===== config.mk =====
export PLATFORM = sky130hd
export DESIGN_NAME = counter_cmd_ctrl
export DESIGN_NICKNAME = d
export VERILOG_FILES = /design/src/rtl/counter_pkg.sv /design/src/rtl/counter_wrap_detect.sv /design/src/rtl/counter_cmd_ctrl.sv
export SDC_FILE = /design/constraint.sdc
export NUM_CORES = 1
export LEC_CHECK = 0
export ABC_AREA = 0
export CAP_MARGIN = 20
export CORE_UTILIZATION = 48
export DETAILED_ROUTE_END_ITERATION = 10
export GPL_TIMING_DRIVEN = 0
export PLACE_DENSITY_LB_ADDON = 0.2
export SLEW_MARGIN = 0
export SYNTH_ARGS = -nofsm -noshare
export SYNTH_HDL_FRONTEND = slang
export SYNTH_SLANG_ARGS = --single-unit

===== constraint.sdc =====
create_clock -name clk -period 2.08 [get_ports clk]
set_input_delay 0.416 -clock clk [delete_from_list [all_inputs] [get_ports clk]]
set_output_delay 0.416 -clock clk [all_outputs]
set_load 0.005 [all_outputs]

===== src/rtl/counter_pkg.sv =====
// Shared encodings for the counter command sequencer: command opcodes,
// sequencer states and the default counter width.
package counter_pkg;

  localparam int CNT_WIDTH = 4;

  typedef enum logic [1:0] {
    OP_STOP  = 2'b00,
    OP_LOAD  = 2'b01,
    OP_RUN   = 2'b10,
    OP_CLEAR = 2'b11
  } op_e;

  typedef enum logic [2:0] {
    ST_IDLE     = 3'd0,
    ST_LOAD     = 3'd1,
    ST_RUN_CNT  = 3'd2,
    ST_RUN_FREE = 3'd3,
    ST_CLEAR    = 3'd4
  } state_e;

endpackage


===== src/rtl/counter_wrap_detect.sv =====
// Flags an all-ones -> zero transition of the fed-back counter value that
// happened while the counter was enabled; pulses one cycle after the zero shows.
module counter_wrap_detect
  import counter_pkg::*;
#(
  parameter int width = CNT_WIDTH
) (
  input  logic             i_clk,
  input  logic             i_rst,
  input  logic             i_en,
  input  logic [width-1:0] i_value,
  output logic             o_wrap
);

  logic [width-1:0] r_prev_value;
  logic             r_prev_en;
  logic             r_wrap;
  logic             w_wrap_nxt;

  // A LOAD of zero happens with enable low, so prev_en keeps it from looking like a wrap.
  assign w_wrap_nxt = r_prev_en && (r_prev_value == {width{1'b1}}) && (i_value == '0);

  always_ff @(posedge i_clk or posedge i_rst) begin
    if (i_rst) begin
      r_prev_value <= '0;
      r_prev_en    <= 1'b0;
      r_wrap       <= 1'b0;
    end else begin
      r_prev_value <= i_value;
      r_prev_en    <= i_en;
      r_wrap       <= w_wrap_nxt;
    end
  end

  assign o_wrap = r_wrap;

endmodule


===== src/rtl/counter_cmd_ctrl.sv =====
// Command sequencer driving an up-counter's enable/load/data/rst_n pins from
// STOP, LOAD, RUN (N cycles or free-run) and CLEAR commands over valid/ready.
module counter_cmd_ctrl
  import counter_pkg::*;
#(
  parameter int width = CNT_WIDTH
) (
  input  logic             clk,
  input  logic             rst,
  input  logic             cmd_valid,
  output logic             cmd_ready,
  input  logic [1:0]       cmd_op,
  input  logic [width-1:0] cmd_data,
  input  logic [width-1:0] cnt_value,
  output logic             cnt_enable,
  output logic             cnt_load,
  output logic [width-1:0] cnt_data,
  output logic             cnt_rst_n,
  output logic             busy,
  output logic             done,
  output logic             wrap
);

  state_e           r_state;
  state_e           w_state_nxt;
  logic             r_en;
  logic             r_load;
  logic [width-1:0] r_data;
  logic             r_rst_n;
  logic             r_done;
  logic [width-1:0] r_rem;

  logic             w_en_nxt;
  logic             w_load_nxt;
  logic [width-1:0] w_data_nxt;
  logic             w_rst_n_nxt;
  logic             w_done_nxt;
  logic [width-1:0] w_rem_nxt;
  logic             w_accept;
  op_e              w_op;

  assign w_op      = op_e'(cmd_op);
  assign cmd_ready = r_rst_n && ((r_state == ST_IDLE) || (r_state == ST_RUN_FREE));
  assign busy      = (r_state != ST_IDLE);
  assign w_accept  = cmd_valid && cmd_ready;

  always_ff @(posedge clk or posedge rst) begin
    if (rst) begin
      r_state <= ST_IDLE;
      r_en    <= 1'b0;
      r_load  <= 1'b0;
      r_data  <= '0;
      r_rst_n <= 1'b0;
      r_done  <= 1'b0;
      r_rem   <= '0;
    end else begin
      r_state <= w_state_nxt;
      r_en    <= w_en_nxt;
      r_load  <= w_load_nxt;
      r_data  <= w_data_nxt;
      r_rst_n <= w_rst_n_nxt;
      r_done  <= w_done_nxt;
      r_rem   <= w_rem_nxt;
    end
  end

  always_comb begin
    w_state_nxt = r_state;
    w_en_nxt    = 1'b0;
    w_load_nxt  = 1'b0;
    w_data_nxt  = r_data;
    w_rst_n_nxt = 1'b1;
    w_done_nxt  = 1'b0;
    w_rem_nxt   = r_rem;
    case (r_state)
      // Free-run accepts commands exactly like IDLE; only RUN keeps enable high.
      ST_IDLE, ST_RUN_FREE: begin
        w_en_nxt = (r_state == ST_RUN_FREE);
        if (w_accept) begin
          case (w_op)
            OP_STOP: begin
              w_state_nxt = ST_IDLE;
              w_en_nxt    = 1'b0;
              w_done_nxt  = 1'b1;
            end
            OP_LOAD: begin
              w_state_nxt = ST_LOAD;
              w_en_nxt    = 1'b0;
              w_load_nxt  = 1'b1;
              w_data_nxt  = cmd_data;
              w_done_nxt  = 1'b1;
            end
            OP_RUN: begin
              w_en_nxt = 1'b1;
              if (cmd_data == '0) begin
                w_state_nxt = ST_RUN_FREE;
              end else begin
                w_state_nxt = ST_RUN_CNT;
                w_rem_nxt   = cmd_data;
                w_done_nxt  = (cmd_data == width'(1));
              end
            end
            OP_CLEAR: begin
              w_state_nxt = ST_CLEAR;
              w_en_nxt    = 1'b0;
              w_rst_n_nxt = 1'b0;
              w_done_nxt  = 1'b1;
            end
            default: w_state_nxt = r_state;
          endcase
        end
      end
      ST_LOAD, ST_CLEAR: w_state_nxt = ST_IDLE;
      // rem counts the enabled cycles still to go, including the current one.
      ST_RUN_CNT: begin
        if (r_rem <= width'(1)) begin
          w_state_nxt = ST_IDLE;
        end else begin
          w_en_nxt   = 1'b1;
          w_rem_nxt  = r_rem - width'(1);
          w_done_nxt = (r_rem == width'(2));
        end
      end
      default: w_state_nxt = ST_IDLE;
    endcase
  end

  counter_wrap_detect #(
    .width(width)
  ) u_wrap (
    .i_clk  (clk),
    .i_rst  (rst),
    .i_en   (r_en),
    .i_value(cnt_value),
    .o_wrap (wrap)
  );

  assign cnt_enable = r_en;
  assign cnt_load   = r_load;
  assign cnt_data   = r_data;
  assign cnt_rst_n  = r_rst_n;
  assign done       = r_done;

endmodule


==> results.md, run 1 <==
* Die area at 2330 um2
* Max_slew headroom at between 40% and 50%
* WP data arrival at between 1.5 and 2 ns
* GP Congestion at just under 0.9
* Proportion of layout cells with a drive suffix above 1 at between 10% and 20%
* Post-synth EDFFs at 0
* Hold_buf cts at 0
* Via Count at between 800 and 900
* Asr flop ratio synth at between 90% and 100%
* Fin cells at ~140
* Combinational Power Share at 43.7%
* Core box area at a little under 2000 um2
* Iteration-0 DRC Markers at 32
* Final nets at 134
* Post-route cell area at approximately 1300 um2
* First-pass GRT wire length at 3040 um
* GRT Total Usage at approximately 20%
* P_sw at 0.481 mW
* Port bufs at 23
* Hold Path Class: reg -> reg
* Vias in the first global route at a little over 700
* Setup Viol. Count Final at 0
* Ant diodes at 0
* Critical Path RT at approximately 1.7 ns
* WS Path Type: reg -> out
* Yosys warnings at 0
* Post-CTS setup buffer count at 0
* Mapped Area at about 1000 um2
* Max FO, Critical Path at 8
* Syn nets at between 100 and 150
* Ys flop type: dfrtp_1
* Worst VDD drop at 0.541 mV
* Worst setup EP type: output pin
* Maximum clock insertion buffer count at 2
* Wirelength per Cell at about 14 um
* Row Count at 16
* Chip height at about 48 um
* Worst Clk Skew at ~0.0035 ns
* Max cap viols at 0
* Post-DP Area at 1290 um2
* Syn Area/Cell at ~11 um2
* CTS tree: yes
* Initial antenna violation count at 0
* Startpoint types: flop
* Minimum clock period at ~2.0 ns
* Sequential area share after synthesis at between 50 and 60%
* Hold Fails Final Rpt at 0
* Netlist cell types at 35
* Post-CTS sizing at 3
* Clock root cell: clkbuf_4
* Yosys reg bits at 21
* H-tree levels at 1
* Post-synthesis cell count at 91
* Final Slew Violations at 0
* ANT nets after route at 0
* DP Cell Count at approximately 140
* Clk_lat worst skew at 0.30 ns
* P_int at 0.919 mW
* Switching share of power at 34.3%
* Clock transition at the registers of the reported paths at around 0.12 ns
* Initial core utilization at between 50% and 60%
* Flop pwr share at around 42%
* DP HPWL at around 1400 um
* Drt pass-1 iters at 4
* Clock power share at around 14%
* Area growth, synth to finish at 28.0%
* Post-route DRC violation count at 0
* Register area at ~530 um2
* Outcome: finished, final reports clean
* Leak pwr at 0.561 nW
* RSZ-0062 raised after global routing: no
* Area of the multi-input gates at roughly 460 um2
* TritonCTS Buffers at 3
* Avg Vias per Cell at about 5.8
* Worst Tran Pin Value at between 0.7 and 0.8 ns
* Period utilization at 94.4%
* Routed wire length at between 2000 and 2500 um
* Tot Pwr at ~1.4 mW
* Sink Count at 21
* Fmax at 509 MHz
* Layout fillers at 164
* Setup TNS at 0 ns
* Die X at about 48 um
* Io pins at 24
* GRT overflow at 0
* Largest net degree at the start of global routing at 22
* PwrDens at ~1100 nW/um2
-- logic make-up after synthesis --
family / Yosys count / share of synthesized area [%]
and+or+nand+nor: 34 / 20.6
DFF: 21 / 51.1
AOI/OAI and AO/OA: 20 / 14.7
buffers and inverters: 8 / 4.01
muxes: 4 / 4.38
adders and majority gates: 3 / 3.65
xor gates and xnor gates: 1 / 1.58
-- critical path, stage by stage (launching register included) --
cell,delay [ns]
dfrtp_1,0.39
buf_6,0.13
or3_2,0.46
dlygate4sd2_1,0.27
-- worst paths after layout --
| check | endpoint | slack (ns) | cells after the start | from |
|---|---|---|---|---|
| max | busy | 0.12 | 3 | r_state[2]$_DFFE_PP0P_ |
| min | u_wrap.r_prev_en$_DFF_PP0_ | 0.38 | 0 | cnt_enable$_DFF_PP0_ |
| max reg2reg | r_rem[3]$_DFFE_PP0P_ | 0.29 | 5 | r_state[2]$_DFFE_PP0P_ |
| min reg2reg | u_wrap.r_prev_en$_DFF_PP0_ | 0.38 | 0 | cnt_enable$_DFF_PP0_ |
| max in group asynchronous | r_state[0]$_DFFE_PP0P_ | 1.01 | 2 | rst |
| min in group asynchronous | done$_DFF_PP0_ | 0.54 | 2 | rst |
-- Yosys cell counts (2+ instances only) --
cell type / number / area share [%]
dfrtp_1: 21 / 51
nand3_1: 6 / 2.9
nor2_1: 5 / 1.8
a211oi_1: 4 / 2.9
a21oi_1: 4 / 1.9
inv_1: 4 / 1.5
nor3_1: 4 / 1.9
ha_1: 3 / 3.7
mux2_2: 3 / 3.3
nand2_1: 3 / 1.1
nor2b_1: 3 / 1.8
nor4_1: 3 / 1.8
o21ai_0: 3 / 1.5
a221oi_2: 2 / 2.9
buf_2: 2 / 0.97
o211ai_1: 2 / 1.5
-- registers in the layout, summed over array words and instances (netlist names) --
name,count
cnt_data,4
cnt_enable,1
cnt_load,1
cnt_rst_n,1
done,1
r_rem,4
r_state,3
u_wrap.o_wrap,1
u_wrap.r_prev_en,1
u_wrap.r_prev_value,4
-- placed cells by master (no fill, tap or decap), types with 2 or more instances in the layout --
cell | netlist | routed
clkdlybuf4s50_1 | 0 | 21
dfrtp_1 | 21 | 20
nand3_1 | 6 | 6
nor2_1 | 5 | 5
nor3_1 | 4 | 4
a211oi_1 | 4 | 4
inv_1 | 4 | 4
a21oi_1 | 4 | 4
o21ai_0 | 3 | 3
nor4_1 | 3 | 3
nor2b_1 | 3 | 3
mux2_2 | 3 | 3
nand2_1 | 3 | 3
ha_1 | 3 | 3
clkbuf_4 | 0 | 3
a221oi_2 | 2 | 2
o211ai_1 | 2 | 2
dlygate4sd2_1 | 0 | 2
-- through the flow --
step	hold WS, ns	util [%]	setup WS, ns
floorplan	0.376	-	0.452
global placement	0.357	65.2	-0.107
detailed placement	0.358	65.2	-0.175
CTS	0.387	66.4	0.0977
global route	0.414	66.4	0.00153
finish	0.384	66.4	0.116
-- per-layer routing --
metal  track usage (%)  wire length (um)  vias up
li1                  -                 -      389
met1              25.8               899      394
met2              30.7               938       37
met3              3.70               121        8
met4              9.44                46        0
met5                 0                 0        -
-- power by group through the flow --
| stage | registers, mW | clock network, mW | logic (mW) |
|---|---|---|---|
| after floorplan | 0.581 | 0 | 0.373 |
| after global placement | 0.579 | 0 | 0.628 |
| after detailed placement | 0.583 | 0 | 0.640 |
| after CTS | 0.591 | 0.205 | 0.611 |
| after global routing | 0.606 | 0.225 | 0.681 |
| final | 0.591 | 0.197 | 0.612 |
-- layout make-up --
cell class / instances / share of cell area (%)
flip-flops and latches: 21 / 40.0
multi-input cells: 62 / 35.1
repair buffers: 23 / 17.3
well taps: 27 / 2.57
clock buffers: 3 / 1.71
plain buffers: 3 / 1.62
inverters: 4 / 1.14
clock inverters: 1 / 0.570
(Power assumes the default switching activity.)
==> inputs of run 2 (changes only) <==
Settings changed: CELL_PAD_IN_SITES_DETAIL_PLACEMENT set to 1, CELL_PAD_IN_SITES_GLOBAL_PLACEMENT set to 1, CORE_UTILIZATION 48 to 37.
==> results.md, run 2 (synthesis results as in run 1) <==
* Outcome: finished, final reports clean (unchanged)
* DP HPWL at 1720 um (was 1430 um)
* Final Slew Violations at 0 (unchanged)
* Worst VDD drop at 0.567 mV (was 0.541 mV)
* First-pass GRT wire length at 3330 um (was 3040 um)
* Iteration-0 DRC Markers at 10 (was 32)
* Hold Fails Final Rpt at 0 (unchanged)
* TritonCTS Buffers at 3 (unchanged)
* Setup Viol. Count Final at 0 (unchanged)
* Reg2reg start: r_state[2]$_DFFE_PP0P_ (unchanged)
* DP Cell Count at 144 (was 141)
* Most frequent cells in the layout: dfrtp_1, clkdlybuf4s50_1, nand3_1 (was clkdlybuf4s50_1, dfrtp_1, nand3_1)
* Maximum clock insertion buffer count at 2 (unchanged)
* R2R Setup Slk at 0.27 ns (was 0.29 ns)
* Minimum clock period at 1.97 ns (was 1.96 ns)
* Worst Clk Skew at 0.00326 ns (was 0.00349 ns)
* Critical Path End: busy (unchanged)
* Worst setup EP type: output pin (unchanged)
* Drt pass-1 iters at 4 (unchanged)
* Area of the multi-input gates at 467 um2 (was 462 um2)
* Via Count at 809 (was 828)
* Top sig layer: met4 (unchanged)
* Worst R2R End: r_rem[3]$_DFFE_PP0P_ (unchanged)
* GP Congestion at 0.843 (was 0.872)
* Routed wire length at 2260 um (was 2010 um)
* Area growth, synth to finish at 28.5% (was 28.0%)
* Leak pwr at 0.569 nW (was 0.561 nW)
* Final nets at 134 (unchanged)
* CTS tree: yes (unchanged)
* Fin cells at 147 (was 144)
* Startpoint types: flop (unchanged)
* RSZ-0062 raised after global routing: no (unchanged)
* Max_slew headroom at 45.7% (was 48.7%)
* PwrDens at 1070 nW/um2 (was 1060 nW/um2)
* Avg Vias per Cell at 5.50 (was 5.75)
* Initial antenna violation count at 0 (unchanged)
* Met3 WL post-DR at 97 um (was 121 um)
* Clk_lat worst skew at 0.30 ns (about the same)
* Clock transition at the registers of the reported paths at 0.13 ns (was 0.12 ns)
* Core box area at 2540 um2 (was 1980 um2)
* Hold Path Class: reg -> reg (unchanged)
* Place WS at -0.125 ns (was -0.175 ns)
* Period utilization at 94.8% (was 94.4%)
* Post-CTS setup buffer count at 0 (unchanged)
* Port bufs at 23 (unchanged)
* Post-route DRC violation count at 0 (unchanged)
* Layout fillers at 281 (was 164)
* WP data arrival at 1.55 ns (about the same)
* H-tree levels at 1 (unchanged)
* Hold_buf cts at 0 (unchanged)
* Wirelength per Cell at 15.4 um (was 13.9 um)
* Io pins at 24 (unchanged)
* Max cap viols at 0 (unchanged)
* Proportion of layout cells with a drive suffix above 1 at 16.2% (unchanged)
* GRT overflow at 0 (unchanged)
* Crit path from: r_state[2]$_DFFE_PP0P_ (unchanged)
* Fmax at 507 MHz (was 509 MHz)
* Metal-1 WL at 1090 um (was 899 um)
* WS Path Type: reg -> out (unchanged)
* Max FO, Critical Path at 8 (unchanged)
* Ant diodes at 0 (unchanged)
* ANT nets after route at 0 (unchanged)
* Worst Tran Pin Value at 0.814 ns (was 0.768 ns)
* Die X at 54.7 um (was 48.3 um)
* Vias in the first global route at 722 (was 718)
* Critical Path RT at 1.66 ns (about the same)
* Chip height at 54.7 um (was 48.3 um)
* Sink Count at 21 (unchanged)
* Die area at 2990 um2 (was 2330 um2)
* Clock root cell: clkbuf_4 (unchanged)
* Register area at 526 um2 (was 527 um2)
* Reg2reg path depth at 5 (unchanged)
* Initial core utilization at 40.4% (was 51.9%)
* DR WL met2 at 1050 um (was 938 um)
* Row Count at 18 (was 16)
* Largest net degree at the start of global routing at 22 (unchanged)
* GRT Total Usage at 16.0% (was 19.5%)
* Setup slack after layout at 0.109 ns (was 0.116 ns)
* Post-CTS sizing at 3 (unchanged)
-- run 2: cell types whose count changed in the layout (fill, tap and decap cells not counted), sizes merged --
cell      before  now
clkinv         0    1
clkinvlp       1    0
-- run 2: through the flow --
| step | TNS, ns | util (%) | cell area, um2 | total power [mW] | hold slack, ns |
|---|---|---|---|---|---|
| after global routing | 0 | 51.9 | 1320 | 1.52 | 0.408 |
| after detailed placement | -0.318 | 50.9 | 1300 | 1.24 | 0.363 |
| after global placement | -0.257 | 50.9 | 1300 | 1.22 | 0.354 |
| after CTS | 0 | 51.9 | 1320 | 1.42 | 0.391 |
| final | 0 | 51.9 | 1320 | 1.42 | 0.390 |
| after floorplan | 0 | - | 1030 | 0.954 | 0.376 |
-- run 2: cell type report --
type | instances | area share, %
inverter | 4 | 1.14
clock buffer | 3 | 1.70
multi-input combinational | 62 | 35.3
timing repair buffer | 23 | 17.2
clock inverter | 1 | 0.379
buffer | 3 | 1.61
sequential | 21 | 39.8
tap | 30 | 2.84
-- run 2: power breakdown --
group	switching (mW)	internal (mW)
sequential	0.0762	0.514
combinational	0.286	0.335
clock	0.132	0.0717
total	0.494	0.921
-- run 2: critical path: stages (launching register included) --
cell	delay [ns]
dfrtp_1	0.39
buf_6	0.13
or3_2	0.45
dlygate4sd2_1	0.27
-- run 2: routing by layer --
metal  vias to the layer above  track usage (%)
met4                         0             2.56
met1                       395             21.0
met2                        22             26.9
met3                         4             3.33
li1                        388                -
met5                         -                0
-- run 2: worst min-delay path by stage --
stage,slack [ns],startpoint,to,cells after the start
6_report,0.39,cnt_enable$_DFF_PP0_,u_wrap.r_prev_en$_DFF_PP0_,0
3_3_place_gp,0.35,cnt_enable$_DFF_PP0_,u_wrap.r_prev_en$_DFF_PP0_,0
4_1_cts,0.39,cnt_enable$_DFF_PP0_,u_wrap.r_prev_en$_DFF_PP0_,0
3_5_place_dp,0.36,cnt_enable$_DFF_PP0_,u_wrap.r_prev_en$_DFF_PP0_,0
5_1_grt,0.41,cnt_enable$_DFF_PP0_,u_wrap.r_prev_en$_DFF_PP0_,0
2_1_floorplan,0.38,cnt_enable$_DFF_PP0_,u_wrap.r_prev_en$_DFF_PP0_,0
==> inputs of run 3 (changes only) <==
Settings changed: PLACE_DENSITY set to 0.8, PLACE_DENSITY_LB_ADDON 0.2 to unset, SETUP_SLACK_MARGIN set to 0.3.
==> results.md, run 3 (synthesis results as in run 1) <==
* Flop pwr share at 36.3% (was 41.7%)
* Post-route DRC violation count at 0 (unchanged)
* GRT overflow at 0 (unchanged)
* Place WS at -0.154 ns (was -0.125 ns)
* H-tree levels at 1 (unchanged)
* Max FO, Critical Path at 5 (was 8)
* Initial core utilization at 40.4% (unchanged)
* Final nets at 144 (was 134)
* Port bufs at 23 (unchanged)
* Chip height at 54.7 um (unchanged)
* Drt pass-1 iters at 4 (unchanged)
* Minimum clock period at 1.79 ns (was 1.97 ns)
* TritonCTS Buffers at 3 (unchanged)
* Max cap viols at 0 (unchanged)
* WP data arrival at 1.38 ns (was 1.55 ns)
* Worst VDD drop at 0.601 mV (was 0.567 mV)
* Row Count at 18 (unchanged)
* Area growth, synth to finish at 40.6% (was 28.5%)
* Clock transition at the registers of the reported paths at 0.12 ns (was 0.13 ns)
* PwrDens at 1130 nW/um2 (was 1070 nW/um2)
* Tot Pwr at 1.63 mW (was 1.42 mW)
* Grt met1 use at 25.0% (was 21.0%)
* Most common cell after layout, fill and taps aside: dfrtp_1
* Via Count at 898 (was 809)
* First-pass GRT wire length at 4220 um (was 3330 um)
* Hold Fails Final Rpt at 0 (unchanged)
* Outcome: finished, final reports clean (unchanged)
* Largest net degree at the start of global routing at 22 (unchanged)
* Max_slew headroom at 48.1% (was 45.7%)
* Fin util at 56.8% (was 51.9%)
* Reg2reg path depth at 6 (was 5)
* Die area at 2990 um2 (unchanged)
* Worst setup EP type: output pin (unchanged)
* WS Path Type: reg -> out (unchanged)
* Combinational Power Share at 51.4% (was 43.9%)
* Met3 global-route usage at 5.00% (was 3.33%)
* Sink Count at 21 (unchanged)
* Maximum clock insertion buffer count at 2 (unchanged)
* GR peak layer: met2 (unchanged)
* Setup slack after layout at 0.286 ns (was 0.109 ns)
* Clock power share at 12.3% (was 14.4%)
* Iteration-0 DRC Markers at 14 (was 10)
* Clock root cell: clkbuf_4 (unchanged)
* DP HPWL at 1860 um (was 1720 um)
* Routed wire length at 2780 um (was 2260 um)
* Startpoint types: flop (unchanged)
* P_sw at 0.583 mW (was 0.494 mW)
* RSZ-0062 raised after global routing: yes (was no)
* Met2 usage at 32.7% (was 26.9%)
* GP Congestion at 0.812 (was 0.843)
* CTS tree: yes (unchanged)
* GRT Total Usage at 20.4% (was 16.0%)
* Io pins at 24 (unchanged)
* Critical Path RT at 1.66 ns (about the same)
* Leak pwr at 0.636 nW (was 0.569 nW)
* Final Slew Violations at 0 (unchanged)
* Clk_lat worst skew at 0.31 ns (was 0.30 ns)
* Wirelength per Cell at 17.7 um (was 15.4 um)
* Fmax at 557 MHz (was 507 MHz)
* Ant diodes at 0 (unchanged)
* Initial antenna violation count at 0 (unchanged)
* Avg Vias per Cell at 5.72 (was 5.50)
* Period utilization at 86.3% (was 94.8%)
* Core box area at 2540 um2 (unchanged)
* Switching share of power at 35.7% (was 34.9%)
* Setup Viol. Count Final at 0 (unchanged)
* Worst Clk Skew at 0.00330 ns (was 0.00326 ns)
* Hold Path Class: reg -> reg (unchanged)
* Most frequent cells in the layout: dfrtp_1, clkdlybuf4s50_1, buf_4 (was dfrtp_1, clkdlybuf4s50_1, nand3_1)
* Die X at 54.7 um (unchanged)
* Proportion of layout cells with a drive suffix above 1 at 27.6% (was 16.2%)
* ANT nets after route at 0 (unchanged)
* Hold path cells at 0 (unchanged)
* Vias in the first global route at 898 (was 722)
* Worst Tran Pin Value at 0.778 ns (was 0.814 ns)
* P_int at 1.05 mW (was 0.921 mW)
run 3: path summary, 6_finish.rpt:
check                      slack [ns]                    from                          to
min in group asynchronous        0.54                     rst     cnt_data[1]$_DFFE_PP0P_
setup / recovery                 0.29  r_state[1]$_DFFE_PP0P_                   cmd_ready
hold / removal                   0.39    cnt_enable$_DFF_PP0_  u_wrap.r_prev_en$_DFF_PP0_
setup reg to reg                 0.29  r_state[1]$_DFFE_PP0P_        r_rem[2]$_DFFE_PP0P_
max in group asynchronous        1.01                     rst         cnt_rst_n$_DFF_PP0_
hold reg to reg                  0.39    cnt_enable$_DFF_PP0_  u_wrap.r_prev_en$_DFF_PP0_
run 3: area by class of cell:
type / instances / area [um2]
Buffer: 4 / 42.5
Multi-Input combinational cell: 62 / 508
Clock inverter: 1 / 5.00
Timing Repair Buffer: 32 / 289
Clock buffer: 3 / 22.5
Sequential cell: 21 / 527
Fill cell: 284 / 1100
Inverter: 4 / 15.0
Tap cell: 30 / 37.5
run 3: worst max-delay path, cell delays in order (launching register included):
cell and delay, ns:
dfrtp_1 0.40, buf_8 0.14, xor2_4 0.19, nor3b_2 0.19, buf_2 0.13
run 3: repair_timing:
item,CTS,global route
hold buffers,0,0
buffers inserted,2,7
gates resized for setup,25,3
pin swaps,1,5
endpoints found under the setup margin,6,7
run 3: through the flow:
stage | instance area [um2] | TNS, ns | cells | hold WS [ns]
2_1_floorplan | 1030 | 0 | 91 | 0.376
3_3_place_gp | 1300 | -0.365 | 144 | 0.356
3_5_place_dp | 1300 | -0.434 | 144 | 0.369
4_1_cts | 1380 | 0 | 150 | 0.397
5_1_grt | 1450 | 0 | 157 | 0.407
6_report | 1450 | 0 | 157 | 0.393
run 3: per-layer routing:
layer / up-vias / part of all wire, %
met2: 35 / 48
met1: 440 / 44
li1: 416 / -
met3: 7 / 6.6
met4: 0 / 2.1
met5: - / 0
run 3: power groups by stage:
stage	clock network, mW	logic [mW]	registers (mW)
6_report	0.201	0.839	0.592
5_1_grt	0.223	0.925	0.602
4_1_cts	0.208	0.713	0.586
3_5_place_dp	0	0.670	0.591
3_3_place_gp	0	0.638	0.581
2_1_floorplan	0	0.373	0.581
